<file path="config.mk">
export PLATFORM = sky130hd
export DESIGN_NAME = spatz_vsldu_wbuf
export DESIGN_NICKNAME = d
export VERILOG_FILES = /design/src/rtl/spatz_vsldu_wbuf.sv
export SDC_FILE = /design/constraint.sdc
export NUM_CORES = 1
export LEC_CHECK = 0
export ABC_AREA = 1
export BUFFER_PORTS_ARGS = -buffer_cell sky130_fd_sc_hd__buf_2
export CAP_MARGIN = 5
export CORE_ASPECT_RATIO = 2
export CORE_MARGIN = 2
export CORE_UTILIZATION = 45
export CTS_CLUSTER_SIZE = 25
export DETAILED_ROUTE_END_ITERATION = 10
export GPL_ROUTABILITY_DRIVEN = 0
export GPL_TIMING_DRIVEN = 0
export PLACE_DENSITY = 0.75
export SETUP_SLACK_MARGIN = 0.15
export SLEW_MARGIN = 20
export SYNTH_ARGS = -nofsm -noshare
export SYNTH_HDL_FRONTEND = slang
export SYNTH_SLANG_ARGS = --single-unit
</file>
<file path="constraint.sdc">
create_clock -name clk_i -period 5.2 [get_ports clk_i]
set_clock_uncertainty 0.2 [all_clocks]
set_input_delay 1.04 -clock clk_i [delete_from_list [all_inputs] [get_ports clk_i]]
set_output_delay 1.04 -clock clk_i [all_outputs]
set_load 0.01 [all_outputs]
</file>
<file path="src/rtl/spatz_vsldu_wbuf.sv">
// Write-back staging FIFO between the VSLDU VRF write interface and the VRF write port.
// Optional tail-merge of same-address writes when SPATZ_VSLDU_WBUF_MERGE_EN is defined.
module spatz_vsldu_wbuf #(
  parameter int unsigned NrEntries  = 2,
  parameter int unsigned AddrWidth  = 10,
  parameter int unsigned DataWidth  = 64,
  localparam int unsigned BeWidth    = DataWidth / 8,
  localparam int unsigned UsageWidth = $clog2(NrEntries) + 1
) (
  input  logic                  clk_i,
  input  logic                  rst_ni,
  input  logic [AddrWidth-1:0]  sld_waddr_i,
  input  logic [DataWidth-1:0]  sld_wdata_i,
  input  logic [BeWidth-1:0]    sld_wbe_i,
  input  logic                  sld_we_i,
  output logic                  sld_wvalid_o,
  output logic [AddrWidth-1:0]  vrf_waddr_o,
  output logic [DataWidth-1:0]  vrf_wdata_o,
  output logic [BeWidth-1:0]    vrf_wbe_o,
  output logic                  vrf_we_o,
  input  logic                  vrf_wvalid_i,
  input  logic [AddrWidth-1:0]  lookup_addr_i,
  output logic                  lookup_hit_o,
  output logic                  empty_o,
  output logic [UsageWidth-1:0] usage_o
);

  localparam int unsigned PtrW = (NrEntries > 1) ? $clog2(NrEntries) : 1;
  localparam logic [UsageWidth-1:0] Full = UsageWidth'(NrEntries);
  localparam logic [PtrW-1:0]       LastIdx = PtrW'(NrEntries - 1);

  logic [AddrWidth-1:0]  addr_q [NrEntries];
  logic [AddrWidth-1:0]  addr_d [NrEntries];
  logic [DataWidth-1:0]  data_q [NrEntries];
  logic [DataWidth-1:0]  data_d [NrEntries];
  logic [BeWidth-1:0]    be_q   [NrEntries];
  logic [BeWidth-1:0]    be_d   [NrEntries];
  logic [NrEntries-1:0]  valid_q, valid_d;
  logic [PtrW-1:0]       rptr_q, rptr_d, wptr_q, wptr_d;
  logic [UsageWidth-1:0] usage_q, usage_d;

  logic pop, alloc, merge;

  function automatic logic [PtrW-1:0] ptr_inc(input logic [PtrW-1:0] p);
    return (p == LastIdx) ? '0 : p + 1'b1;
  endfunction

  assign vrf_we_o    = (usage_q != '0);
  assign vrf_waddr_o = addr_q[rptr_q];
  assign vrf_wdata_o = data_q[rptr_q];
  assign vrf_wbe_o   = be_q[rptr_q];
  assign empty_o     = (usage_q == '0);
  assign usage_o     = usage_q;

  assign pop = vrf_we_o & vrf_wvalid_i;

`ifdef SPATZ_VSLDU_WBUF_MERGE_EN
  logic [PtrW-1:0] tail_ptr;
  assign tail_ptr = (wptr_q == '0) ? LastIdx : wptr_q - 1'b1;
  // A lone entry being committed this cycle cannot absorb the write.
  assign merge = sld_we_i && (usage_q != '0) && (addr_q[tail_ptr] == sld_waddr_i)
                 && !(pop && (usage_q == UsageWidth'(1)));
`else
  assign merge = 1'b0;
`endif

  assign alloc        = sld_we_i & ~merge & ((usage_q < Full) | pop);
  assign sld_wvalid_o = alloc | merge;

  always_comb begin
    lookup_hit_o = 1'b0;
    for (int unsigned i = 0; i < NrEntries; i++) begin
      if (valid_q[i] && (addr_q[i] == lookup_addr_i)) lookup_hit_o = 1'b1;
    end
  end

  always_comb begin
    addr_d  = addr_q;
    data_d  = data_q;
    be_d    = be_q;
    valid_d = valid_q;
    rptr_d  = rptr_q;
    wptr_d  = wptr_q;
    usage_d = usage_q;

    if (pop) begin
      valid_d[rptr_q] = 1'b0;
      rptr_d          = ptr_inc(rptr_q);
    end

    // Allocation is applied after the pop so a 1-deep full queue can refill the same slot.
    if (alloc) begin
      addr_d[wptr_q]  = sld_waddr_i;
      data_d[wptr_q]  = sld_wdata_i;
      be_d[wptr_q]    = sld_wbe_i;
      valid_d[wptr_q] = 1'b1;
      wptr_d          = ptr_inc(wptr_q);
    end

`ifdef SPATZ_VSLDU_WBUF_MERGE_EN
    if (merge) begin
      for (int unsigned b = 0; b < BeWidth; b++) begin
        if (sld_wbe_i[b]) data_d[tail_ptr][8*b +: 8] = sld_wdata_i[8*b +: 8];
      end
      be_d[tail_ptr] = be_q[tail_ptr] | sld_wbe_i;
    end
`endif

    case ({alloc, pop})
      2'b10:   usage_d = usage_q + 1'b1;
      2'b01:   usage_d = usage_q - 1'b1;
      default: usage_d = usage_q;
    endcase
  end

  always_ff @(posedge clk_i or negedge rst_ni) begin
    if (!rst_ni) begin
      for (int unsigned i = 0; i < NrEntries; i++) begin
        addr_q[i] <= '0;
        data_q[i] <= '0;
        be_q[i]   <= '0;
      end
      valid_q <= '0;
      rptr_q  <= '0;
      wptr_q  <= '0;
      usage_q <= '0;
    end else begin
      addr_q  <= addr_d;
      data_q  <= data_d;
      be_q    <= be_d;
      valid_q <= valid_d;
      rptr_q  <= rptr_d;
      wptr_q  <= wptr_d;
      usage_q <= usage_d;
    end
  end

endmodule

</file>
* Yosys cells after proc, flatten, opt, wreduce, memory -nomap -nowiden
Cells that the tools add are included.
** Word-level totals
- Word-level logic and storage cells :: 71
- Input bits :: 96
- Register bits :: 170
** Operators by class
- Bitwise logic cells :: 8
- Reductions and logical operators :: 8
- Add/subtract/negate cells :: 4
- Eq/ne operators :: 4
- Order comparisons :: 8
- Mux-type cells :: 29
** Operators with widths (count)
- 2-to-1 mux 64 bit :: 4
- bitwise mux 128 bit :: 1
- demux 64 bit (select 1 bit) :: 1
- 2-to-1 mux 10 bit :: 4
- 2-to-1 mux 8 bit :: 4
- bitwise mux 20 bit :: 1
- == test 10 bit :: 2
- bitwise mux 16 bit :: 1
- demux 10 bit (select 1 bit) :: 1
- demux 8 bit (select 1 bit) :: 1
- 2-to-1 mux 1 bit :: 6
- logical AND 1 bit :: 5
- greater-or-equal comparator 2 bit, second input constant :: 2
- < comparator 1 x 2 -> 1 bit, second input constant :: 2
- 2-to-1 mux 2 bit :: 2
- NOT 1 -> 2 bit :: 2
- one-hot mux 2 bit (2 select lines) :: 1
- nonzero test 2 bit :: 2
- adder 1 bit, second input constant :: 2
- adder 2 x 1 -> 2 bit, second input constant :: 1
- bitwise AND 1 bit :: 2
- bitwise AND 2 bit :: 1
- demux 1 bit (select 1 bit) :: 2
- == test 2 x 1 -> 1 bit, second input constant :: 1
- 9 further kinds :: 10

* Depth between registers and ports, before layout
Gate-level depths: netlist of run 1.
- Word-level depth :: 9
- Gate-level depth with buffers :: 8

* Worst setup path after synthesis of run 1
No wires, ideal clock.
- Kind :: input to output
- From :: input port lookup_addr_i[2]
- To :: output port lookup_hit_o
- Data arrival time :: 1.514 ns
- Path buffers :: 0
- Data required time :: 3.960 ns
- Path slack :: 2.446 ns
- Stages on the path :: 7
- Cells stage by stage :: inv_1 > nor2_1 > nor2_1 > nand2_1 > nor2_1 > nand3_1 > nand2_1
** Between the ends
- Longest elaborated chain between the ends :: 4
- Elaborated cells between the ends (all ways) :: 6
** RTL lines
- start: declaration :: RTL line 22 : input logic [AddrWidth-1:0] lookup_addr_i,
- == test 10 bit :: RTL line 73 : if (valid_q[i] && (addr_q[i] == lookup_addr_i)) lookup_hit_o = 1'b1;
- logical AND 1 bit :: RTL line 73
- 2-to-1 mux 1 bit :: RTL line 73
- 2-to-1 mux 1 bit (*) :: RTL line 73
- end: declaration :: RTL line 23 : output logic lookup_hit_o,
Every way passes the cells marked *; elsewhere a longest branch is shown, timed or not.

* Worst setup path after layout of run 1
- From :: register rptr_q
- To :: output port vrf_wdata_o[56]
** Between the ends
- Longest elaborated chain between the ends :: 4
** RTL lines
- start: declaration :: RTL line 39 : logic [PtrW-1:0] rptr_q, rptr_d, wptr_q, wptr_d;
- start signal: assignment :: RTL line 132 : rptr_q <= rptr_d;
- NOT 1 -> 2 bit (implied by the code) :: RTL line 50 : assign vrf_wdata_o = data_q[rptr_q];
- 2-to-1 mux 64 bit (implied by the code) (3 in a row) :: RTL line 50
- end: declaration :: RTL line 18 : output logic [DataWidth-1:0] vrf_wdata_o,
No other way between the ends. The select of a mux whose other input is x is not followed.

==> impl_metrics.yaml, run 1 <==
timing:
  slew_viol_final: 0
  max_freq_mhz: 279
  fin_hold_ws_ns: 0.283
  finalHoldViolations: 0
  setup_tns_ns: 0
  finalCritPeriodShare: 0.688
  max_slew_margin: 0.611
  setup_slack_ns: 1.62
  grt_setup_unrepaired: "false"
  setup_viol: 0
  post-route-min-period_ns: 3.58
  worst_pin_slew_ns: 0.583
setup_path:
  cp.required_ns: 3.96
  critical_path_buf_inv_count: 5
  crit_path_top_delay_cell: "clkbuf_1"
  crit_path_max_incr_delay_ns: 0.45
  worst-path-max-fanout: 10
  crit_arrival_ns: 2.34
  end_kind: "output pin"
  crit_type: "reg2out"
  critPathLaunchType: "register"
  cp_top_family: "buffers and inverters"
  crit_chain: "clkbuf_1 > inv_2 > clkbuf_1 > buf_2 > nand2_1 > nand2_1 > buf_2"
synth:
  synth.distinct_cells: 21
  avgSynthCellArea_um2: 8.08
  async_reset_ff_frac: 1.00
  synth_top_area_share: 0.532
  synthTopCellsByArea: "dfrtp_1 (53%), nand2_1 (21%), o21ai_2 (7.0%)"
  yosys_warnings: 0
  synth_common_cells: "nand2_1 (440), dfrtp_1 (170), inv_1 (118)"
  yosysMostFrequentCell: "nand2_1"
  ys.flop_type: "dfrtp_1"
  synth_nets: 1086
  ys_seq_area_frac: 0.532
  synthesis.area_um2: 7990
  yosys_register_bits: 170
  synth_edf_count: 0
  synthCells: 989
  synth_area_leader_cell: "dfrtp_1"
global_routing:
  grt_pass1_wl_um: 33500
  antenna_found_initial: 0
  grt_max_degree: 99
  gr-total-overflow: 0
  first_global_vias: 6816
  grt.total_usage: 0.219
placement:
  place_ws_ns: 2.03
  hpwl_um: 14000
  dp_cells: 1386
  io_buffers: 183
pwr:
  pwr-share-seq: 0.360
  p_int_mw: 3.82
  switching_share: 0.405
  clock_power_share: 0.216
  power_switching_mw: 2.60
  vdd_drop_max_mv: 0.335
  p_comb_frac: 0.424
  power_density_nw_per_um2: 651
  cellLeakagePower_nw: 5.55
die:
  start_util: 0.454
  design.die.area_um2: 18900
  coreArea_um2: 17600
  fp.dieW_um: 98.2
  io_pins: 184
  fp.dieH_um: 192
  rows: 69
detailed_routing:
  viasPerCell: 4.92
  vias: 6983
  final_antenna_net_count: 0
  dr.first_iter.drc_count: 356
  wirelength_um: 20300
  top_layer: "met4"
  wl_met3_um: 1190
  route.met2.wl_um: 9850
  routedWlPerCell_um: 14.3
  drc_errors: 0
  drt_pass1_iterations: 5
  wl_met1_um: 9040
clock_tree:
  clk_path_buf_depth: 2
  htree_levels: 4
  cts_buffers: 17
  ctsHoldBuffers: 0
  post_cts.repair.setup_buffers: 0
  clk_latency_ns: 0.42
  cts_resized: 0
  cts-root-buf: "clkbuf_16"
  clock_sinks: 170
  clk_pin_slew_ns: 0.07
  cts_tree: "done"
finish:
  fill_cells: 1665
  multi_input_area_um2: 2960
  nNetsFinal: 1289
  area_growth_syn_to_layout_pct: 23.3
  final_cells: 1418
  diodes: 0
  seq_area_um2: 4250
  layout-drive-gt1-share: 0.256
run_status:
  outcome: "finished, final reports clean"
job:
  drv_cap: 0
min_path:
  hold_path.class: "reg2reg"
[kinds of logic after synthesis]
logic type | count (synthesis) | synth area share
XOR/XNOR | 8 | 0.00877
buffers and inverters | 174 | 0.0980
adder cells (fa/ha/maj) | 1 | 0.00156
AND/OR/NAND/NOR | 456 | 0.216
AO/OA/AOI/OAI | 180 | 0.144
flip-flops | 170 | 0.532
[final cells by class]
cell class | count | area share
Buffer | 54 | 0.0338
Clock buffer | 18 | 0.0445
Clock inverter | 14 | 0.0208
Inverter | 120 | 0.0457
Multi-Input combinational cell | 645 | 0.300
Sequential cell | 170 | 0.432
Tap cell | 213 | 0.0270
Timing Repair Buffer | 184 | 0.0967
[registers in the layout, indices dropped and copies added (netlist names)]
signal	flops
rptr_q	1
valid_q	2
be_q	16
usage_o	2
wptr_q	1
data_q	128
addr_q	20
[final timing paths]
| check | from | slack [ns] | end | depth (start not counted) |
|---|---|---|---|---|
| worst min-delay path | be_q[10]$_DFFE_PN0P_ | 0.28 | be_q[10]$_DFFE_PN0P_ | 2 |
| max in group asynchronous | rst_ni | 3.53 | data_q[50]$_DFFE_PN0P_ | 2 |
| min in group asynchronous | rst_ni | 0.38 | addr_q[16]$_DFFE_PN0P_ | 1 |
| worst max-delay path | rptr_q$_DFFE_PN0P_ | 1.62 | vrf_wdata_o[56] | 7 |
| worst max register to register | usage_o[1]$_DFFE_PN0P_ | 3.29 | usage_o[1]$_DFFE_PN0P_ | 6 |
| worst min register to register | be_q[10]$_DFFE_PN0P_ | 0.28 | be_q[10]$_DFFE_PN0P_ | 2 |
[per-stage QoR]
stage | utilization | cell area [µm²] | power (mW)
floorplan | - | 7990 | 4.03
global placement | 0.521 | 9180 | 4.97
detailed placement | 0.523 | 9210 | 5.07
CTS | 0.560 | 9860 | 6.47
global route | 0.560 | 9860 | 6.95
finish | 0.560 | 9860 | 6.42
[cell usage in the layout (no fill, tap or decap), drive strengths merged]
cell      count
a21boi        2
a21oi         1
buf         211
bufinv        4
clkbuf       45
clkinv        3
clkinvlp      1
dfrtp       170
ha            1
inv         126
nand2       440
nand3         4
nand4         1
nor2         10
o21ai       177
or2           1
xnor2         5
xor2          3
[power by group through the flow]
| stage | Sequential [mW] | Combinational [mW] | Clock, mW |
|---|---|---|---|
| 2_1_floorplan | 2.23 | 1.79 | 0 |
| 3_3_place_gp | 2.29 | 2.68 | 0 |
| 3_5_place_dp | 2.32 | 2.74 | 0 |
| 4_1_cts | 2.31 | 2.76 | 1.41 |
| 5_1_grt | 2.39 | 3.10 | 1.46 |
| 6_report | 2.31 | 2.72 | 1.39 |
[metal layers]
metal,vias to the layer above,track usage
met4,0,0.0595
met1,3325,0.307
li1,3416,-
met5,-,0
met3,10,0.0388
met2,232,0.355
[worst register-to-register path: cells and delay by family, from the launching register on]
family	cells	cell delay, ns
AO/OA/AOI/OAI	2	0.24
AND/OR/NAND/NOR	2	0.42
adder cells (fa/ha/maj)	1	0.33
XOR/XNOR	1	0.15
flip-flops	1	0.46
(Power assumes the default switching activity.)
==> run 2, diff against run 1 <==
--- a/config.mk
+++ b/config.mk
@@ -15,7 +15,7 @@
 export DETAILED_ROUTE_END_ITERATION = 10
 export GPL_ROUTABILITY_DRIVEN = 0
 export GPL_TIMING_DRIVEN = 0
-export PLACE_DENSITY = 0.75
+export PLACE_DENSITY = 0.77
 export SETUP_SLACK_MARGIN = 0.15
 export SLEW_MARGIN = 20
 export SYNTH_ARGS = -nofsm -noshare
==> constraint.sdc (replaced) <==
create_clock -name clk_i -period 2.99 [get_ports clk_i]
set_clock_uncertainty 0.2 [all_clocks]
set_input_delay 0.598 -clock clk_i [delete_from_list [all_inputs] [get_ports clk_i]]
set_output_delay 0.598 -clock clk_i [all_outputs]
set_load 0.01 [all_outputs]
==> impl_metrics.yaml, run 2 (synthesis results as in run 1) <==
run_status:
  outcome: "finished, final reports clean"
clock_tree:
  htree_levels: 4
  cts_buffers: 17
  clk_pin_slew_ns: 0.07
  clock_sinks: 170
  post_cts.repair.setup_buffers: 0
  cts-root-buf: "clkbuf_16"
  clk_latency_ns: 0.42
  clk_path_buf_depth: 2
  cts_tree: "done"
timing:
  finalHoldViolations: 0
  max_freq_mhz: 367
  max_slew_margin: 0.633
  setup_tns_ns: 0
  slew_viol_final: 0
  grt_setup_unrepaired: "false"
  setup_slack_ns: 0.264
  finalCritPeriodShare: 0.912
  setup_viol: 0
  worst_pin_slew_ns: 0.550
  post-route-min-period_ns: 2.73
placement:
  hpwl_um: 14300
  dp_cells: 1387
  place_ws_ns: 0.251
  io_buffers: 183
detailed_routing:
  viasPerCell: 4.91
  drc_errors: 0
  drt_pass1_iterations: 5
  vias: 6977
  dr.first_iter.drc_count: 313
  final_antenna_net_count: 0
  routedWlPerCell_um: 14.2
  wirelength_um: 20100
min_path:
  holdPathEnd: "data_q[82]$_DFFE_PN0P_"
  min_from: "sld_wdata_i[18]"
  hold_depth: 3
  hold_path.class: "in2reg"
finish:
  nNetsFinal: 1291
  top_regs: "data_q: 128 flops, addr_q: 20 flops, be_q: 16 flops"
  fin_util: 0.559
  layout_common_cells: "nand2_1 (440), buf_2 (187), dfrtp_1 (170)"
  layout-drive-gt1-share: 0.258
  diodes: 0
  final_cells: 1420
  area_growth_syn_to_layout_pct: 23.2
  largest_register: "data_q"
  layout_commonest_cell: "nand2_1"
  largest_reg_flops: 128
job:
  drv_cap: 0
global_routing:
  antenna_found_initial: 1
  grt_max_degree: 69
  grt_pass1_wl_um: 32900
  grt.total_usage: 0.217
  first_global_vias: 6740
  gr-total-overflow: 0
setup_path:
  crit_type: "reg2out"
  cp.required_ns: 2.19
  rrSetupSlack_ns: 1.09
  worst-path-max-fanout: 10
  end_kind: "output pin"
  reg2reg_depth: 6
  r2r_end: "be_q[6]$_DFFE_PN0P_"
  crit_arrival_ns: 1.93
  critPathLaunchType: "register"
  r2r-start: "usage_o[1]$_DFFE_PN0P_"
pwr:
  report.power.total_mw: 10.9
  cellLeakagePower_nw: 5.55
  vdd_drop_max_mv: 0.569
  power_density_nw_per_um2: 1110
die:
  start_util: 0.454
  design.die.area_um2: 18900
  fp.dieH_um: 192
  coreArea_um2: 17600
  io_pins: 184
  fp.dieW_um: 98.2
  rows: 69
## run 2: cell types whose count changed in the layout (fill, tap and decap cells not counted), moves of 2 or more
cell,change
inv_6,-5
buf_2,-3
bufinv_16,-3
clkbuf_1,-3
clkbuf_2,+3
clkbuf_8,+3
clkinvlp_4,+3
buf_4,+2
clkbuf_4,+2
clkinv_2,+2
## run 2: worst max path at each step
stage | cells past startpoint | slack [ns] | to | from
floorplan | 6 | 0.98 | vrf_wbe_o[0] | rptr_q$_DFFE_PN0P_
global placement | 1 | -1.45 | data_q[106]$_DFFE_PN0P_ | rst_ni
detailed placement | 7 | 0.25 | vrf_wdata_o[41] | rptr_q$_DFFE_PN0P_
CTS | 7 | 0.19 | vrf_wbe_o[0] | rptr_q$_DFFE_PN0P_
global route | 5 | 0.16 | vrf_waddr_o[2] | rptr_q$_DFFE_PN0P_
finish | 5 | 0.26 | vrf_waddr_o[9] | rptr_q$_DFFE_PN0P_
## run 2: layout make-up
class | instances | area, µm²
plain buffers | 54 | 348
clock buffers | 22 | 484
clock inverters | 10 | 92.6
fillers | 1657 | 7770
inverters | 120 | 453
multi-input cells | 645 | 2960
flip-flops and latches | 170 | 4250
well taps | 213 | 267
repair buffers | 186 | 991
## run 2: metrics by stage
step	cell area, µm²	hold slack, ns
after floorplan	7990	0.102
after global placement	9180	0.264
after detailed placement	9240	0.268
after CTS	9840	0.206
after global routing	9850	0.228
final	9850	0.217
## run 2: routing by layer
metal | share of wire | global-route usage | vias to the layer above
met5 | 0.00065 | 0 | -
met4 | 0.0095 | 0.0601 | 2
met3 | 0.066 | 0.0431 | 14
met2 | 0.48 | 0.354 | 266
met1 | 0.44 | 0.298 | 3265
li1 | - | - | 3430
## run 2: repair_timing
action,4_1_cts,5_1_grt
pin swaps,0,0
hold endpoints to repair,47,0
endpoints found under the setup margin,56,21
gates resized for setup,5,6
hold buffers,1,0
gates cloned,0,0
## run 2: power by group
group          switching, mW  leakage [nW]  internal, mW
clock                  0.906         0.274          1.23
combinational           2.93          3.16          1.84
sequential             0.635          2.11          3.39
total                   4.47          5.55          6.46
## run 2: worst max-delay path, stage by stage (launching register included)
cell and delay [ns]:
dfrtp_1 0.32, clkbuf_2 0.27, clkbuf_1 0.47, nand2_1 0.10, o21ai_0 0.15, buf_2 0.19
==> run 3, diff against run 2 <==
--- a/config.mk
+++ b/config.mk
@@ -5,7 +5,7 @@
 export SDC_FILE = /design/constraint.sdc
 export NUM_CORES = 1
 export LEC_CHECK = 0
-export ABC_AREA = 1
+export ABC_AREA = 0
 export BUFFER_PORTS_ARGS = -buffer_cell sky130_fd_sc_hd__buf_2
 export CAP_MARGIN = 5
 export CORE_ASPECT_RATIO = 2
==> impl_metrics.yaml, run 3 <==
setup_path:
  crit_arrival_ns: 1.90
  worst-path-max-fanout: 10
  crit_chain: "buf_4 > buf_2 > mux2_2 > buf_2"
  critPathLaunchType: "register"
  cp_top_family: "buffers and inverters"
  crit_path_max_incr_delay_ns: 0.40
  critical_path_buf_inv_count: 3
  crit_type: "reg2out"
  crit_path_top_delay_cell: "dfrtp_1"
  cp.required_ns: 2.19
  crit_top_cell: "buf_2"
  end_kind: "output pin"
die:
  start_util: 0.457
  fp.dieW_um: 100
  io_pins: 184
  coreArea_um2: 18200
  rows: 70
  design.die.area_um2: 19700
  fp.dieH_um: 196
synth:
  yosys_warnings: 0
  synth_area_leader_cell: "dfrtp_1"
  synth.distinct_cells: 22
  synth_top_family_by_area: "multiplexers"
  yosysMostFrequentCell: "dfrtp_1"
  synth.area.mux_share: 0.400
  synth_edf_count: 0
  synthCells: 490
  synth_top_area_share: 0.511
  synth_common_cells: "dfrtp_1 (170), mux2_4 (149), mux2_2 (97)"
  synth_compound_area_frac: 0.00436
  avgSynthCellArea_um2: 17.0
  synth_xor_area_frac: 0.0263
  synthSimpleGateAreaFrac: 0.00977
  yosys_register_bits: 170
  synth_nets: 587
  async_reset_ff_frac: 1.00
  synthTopCellsByArea: "dfrtp_1 (51%), mux2_4 (27%), mux2_2 (13%)"
  ys_seq_area_frac: 0.511
  ys.flop_type: "dfrtp_1"
  synthesis.area_um2: 8320
  synth_fa_ha_area_frac: 0.00150
finish:
  layout_commonest_cell: "buf_2"
  top_regs: "data_q: 128 flops, addr_q: 20 flops, be_q: 16 flops"
  largest_reg_flops: 128
  largest_register: "data_q"
  layout_common_cells: "buf_2 (191), dfrtp_1 (170), mux2_4 (149)"
  layout-drive-gt1-share: 0.690
  seq_area_um2: 4250
  multi_input_area_um2: 3680
  fill_cells: 1499
  area_growth_syn_to_layout_pct: 22.6
  nNetsFinal: 791
  final_cells: 926
  fin_util: 0.560
detailed_routing:
  vias: 4796
  route.met2.wl_um: 10400
  top_layer: "met5"
  drc_errors: 0
  wirelength_um: 18400
  viasPerCell: 5.18
  routedWlPerCell_um: 19.9
  drt_pass1_iterations: 4
  dr.first_iter.drc_count: 80
  wl_met1_um: 6900
  final_antenna_net_count: 0
  wl_met3_um: 705
clock_tree:
  clk_path_buf_depth: 2
  cts-root-buf: "clkbuf_16"
  clk_latency_ns: 0.42
  htree_levels: 4
  cts_tree: "done"
  clock_sinks: 170
  clk_pin_slew_ns: 0.07
  cts_buffers: 17
placement:
  io_buffers: 183
  dp_cells: 890
  hpwl_um: 13300
timing:
  grt_setup_unrepaired: "false"
  slew_viol_final: 0
  max_slew_margin: 0.626
  setup_viol: 0
  finalHoldViolations: 0
  max_freq_mhz: 370
  finalCritPeriodShare: 0.903
  worst_pin_slew_ns: 0.561
  post-route-min-period_ns: 2.70
pwr:
  switching_share: 0.316
  clock_power_share: 0.194
  vdd_drop_max_mv: 0.680
  p_comb_frac: 0.468
  pwr-share-seq: 0.338
  power_density_nw_per_um2: 1230
  p_int_mw: 8.58
  cellLeakagePower_nw: 4.99
  power_switching_mw: 3.97
global_routing:
  antenna_found_initial: 3
  grt_pass1_wl_um: 29600
  first_global_vias: 5578
  grt.total_usage: 0.194
  grt_max_degree: 103
  gr-total-overflow: 0
run_status:
  outcome: "finished, final reports clean"
job:
  drv_cap: 0
min_path:
  hold_path.class: "in2reg"
-- run 3: cell types whose count changed after synthesis, sizes merged, moves of 3 or more --
| cell | before | now |
|---|---|---|
| xor2 | 3 | 8 |
| mux2 | 0 | 246 |
| nand4 | 1 | 4 |
| clkbuf | 27 | 0 |
| o21ai | 177 | 3 |
| inv | 120 | 5 |
| nor2 | 10 | 2 |
| nand2 | 440 | 3 |
| nand3 | 4 | 0 |
| xnor2 | 5 | 17 |
-- run 3: metrics by stage --
| step | setup slack [ns] | hold slack (ns) | power, mW | area [µm²] | TNS [ns] |
|---|---|---|---|---|---|
| after floorplan | 0.848 | 0.102 | 8.35 | 8320 | 0 |
| after global placement | -1.26 | 0.282 | 9.91 | 9510 | -210.75 |
| after detailed placement | 0.526 | 0.290 | 10.2 | 9550 | 0 |
| after CTS | 0.229 | 0.194 | 12.7 | 10200 | 0 |
| after global routing | 0.181 | 0.203 | 13.2 | 10200 | 0 |
| final | 0.290 | 0.216 | 12.5 | 10200 | 0 |
-- run 3: metal layers --
| metal | track usage | vias to the layer above |
|---|---|---|
| li1 | - | 2156 |
| met1 | 0.213 | 2495 |
| met2 | 0.352 | 117 |
| met3 | 0.0417 | 26 |
| met4 | 0.0827 | 2 |
| met5 | 0 | - |
-- run 3: path summary, 6_finish.rpt --
kind	cells past startpoint	from	slack, ns	end
max in group asynchronous	3	rst_ni	1.18	data_q[53]$_DFFE_PN0P_
worst max-delay path	4	rptr_q$_DFFE_PN0P_	0.29	vrf_wdata_o[57]
worst min register to register	1	be_q[2]$_DFFE_PN0P_	0.31	be_q[2]$_DFFE_PN0P_
worst min-delay path	2	sld_wdata_i[2]	0.22	data_q[2]$_DFFE_PN0P_
worst max register to register	6	usage_o[1]$_DFFE_PN0P_	1.07	data_q[98]$_DFFE_PN0P_
min in group asynchronous	2	rst_ni	0.50	data_q[75]$_DFFE_PN0P_
-- run 3: power by group through the flow --
stage          clock [mW]  sequential [mW]  combinational [mW]
2_1_floorplan           0             4.00                4.35
3_3_place_gp            0             4.13                5.78
3_5_place_dp            0             4.25                5.92
4_1_cts              2.49             4.23                5.95
5_1_grt              2.57             4.39                6.25
6_report             2.43             4.24                5.88
-- run 3: cell type report --
class	instances	share of cell area
diodes	3	0.000736
plain buffers	26	0.0361
clock buffers	25	0.0466
clock inverters	7	0.0159
inverters	5	0.00233
multi-input cells	289	0.361
flip-flops and latches	170	0.417
well taps	216	0.0265
repair buffers	185	0.0944
-- run 3: cell families (layout without fill, tap and decap cells) --
family,after synthesis,after routing
adders and majority gates,1,1
muxes,246,246
buffers and inverters,31,248
xor gates and xnor gates,25,25
AOI/OAI and AO/OA,5,5
and+or+nand+nor,12,12
DFF,170,170
other,0,3
-- run 3: repair_timing --
item | CTS | global route
endpoints found under the hold margin | 68 | 0
setup endpoints to repair | 47 | 0
gates resized for setup | 1 | 0
buffers inserted | 0 | 0
hold buffers | 1 | 0
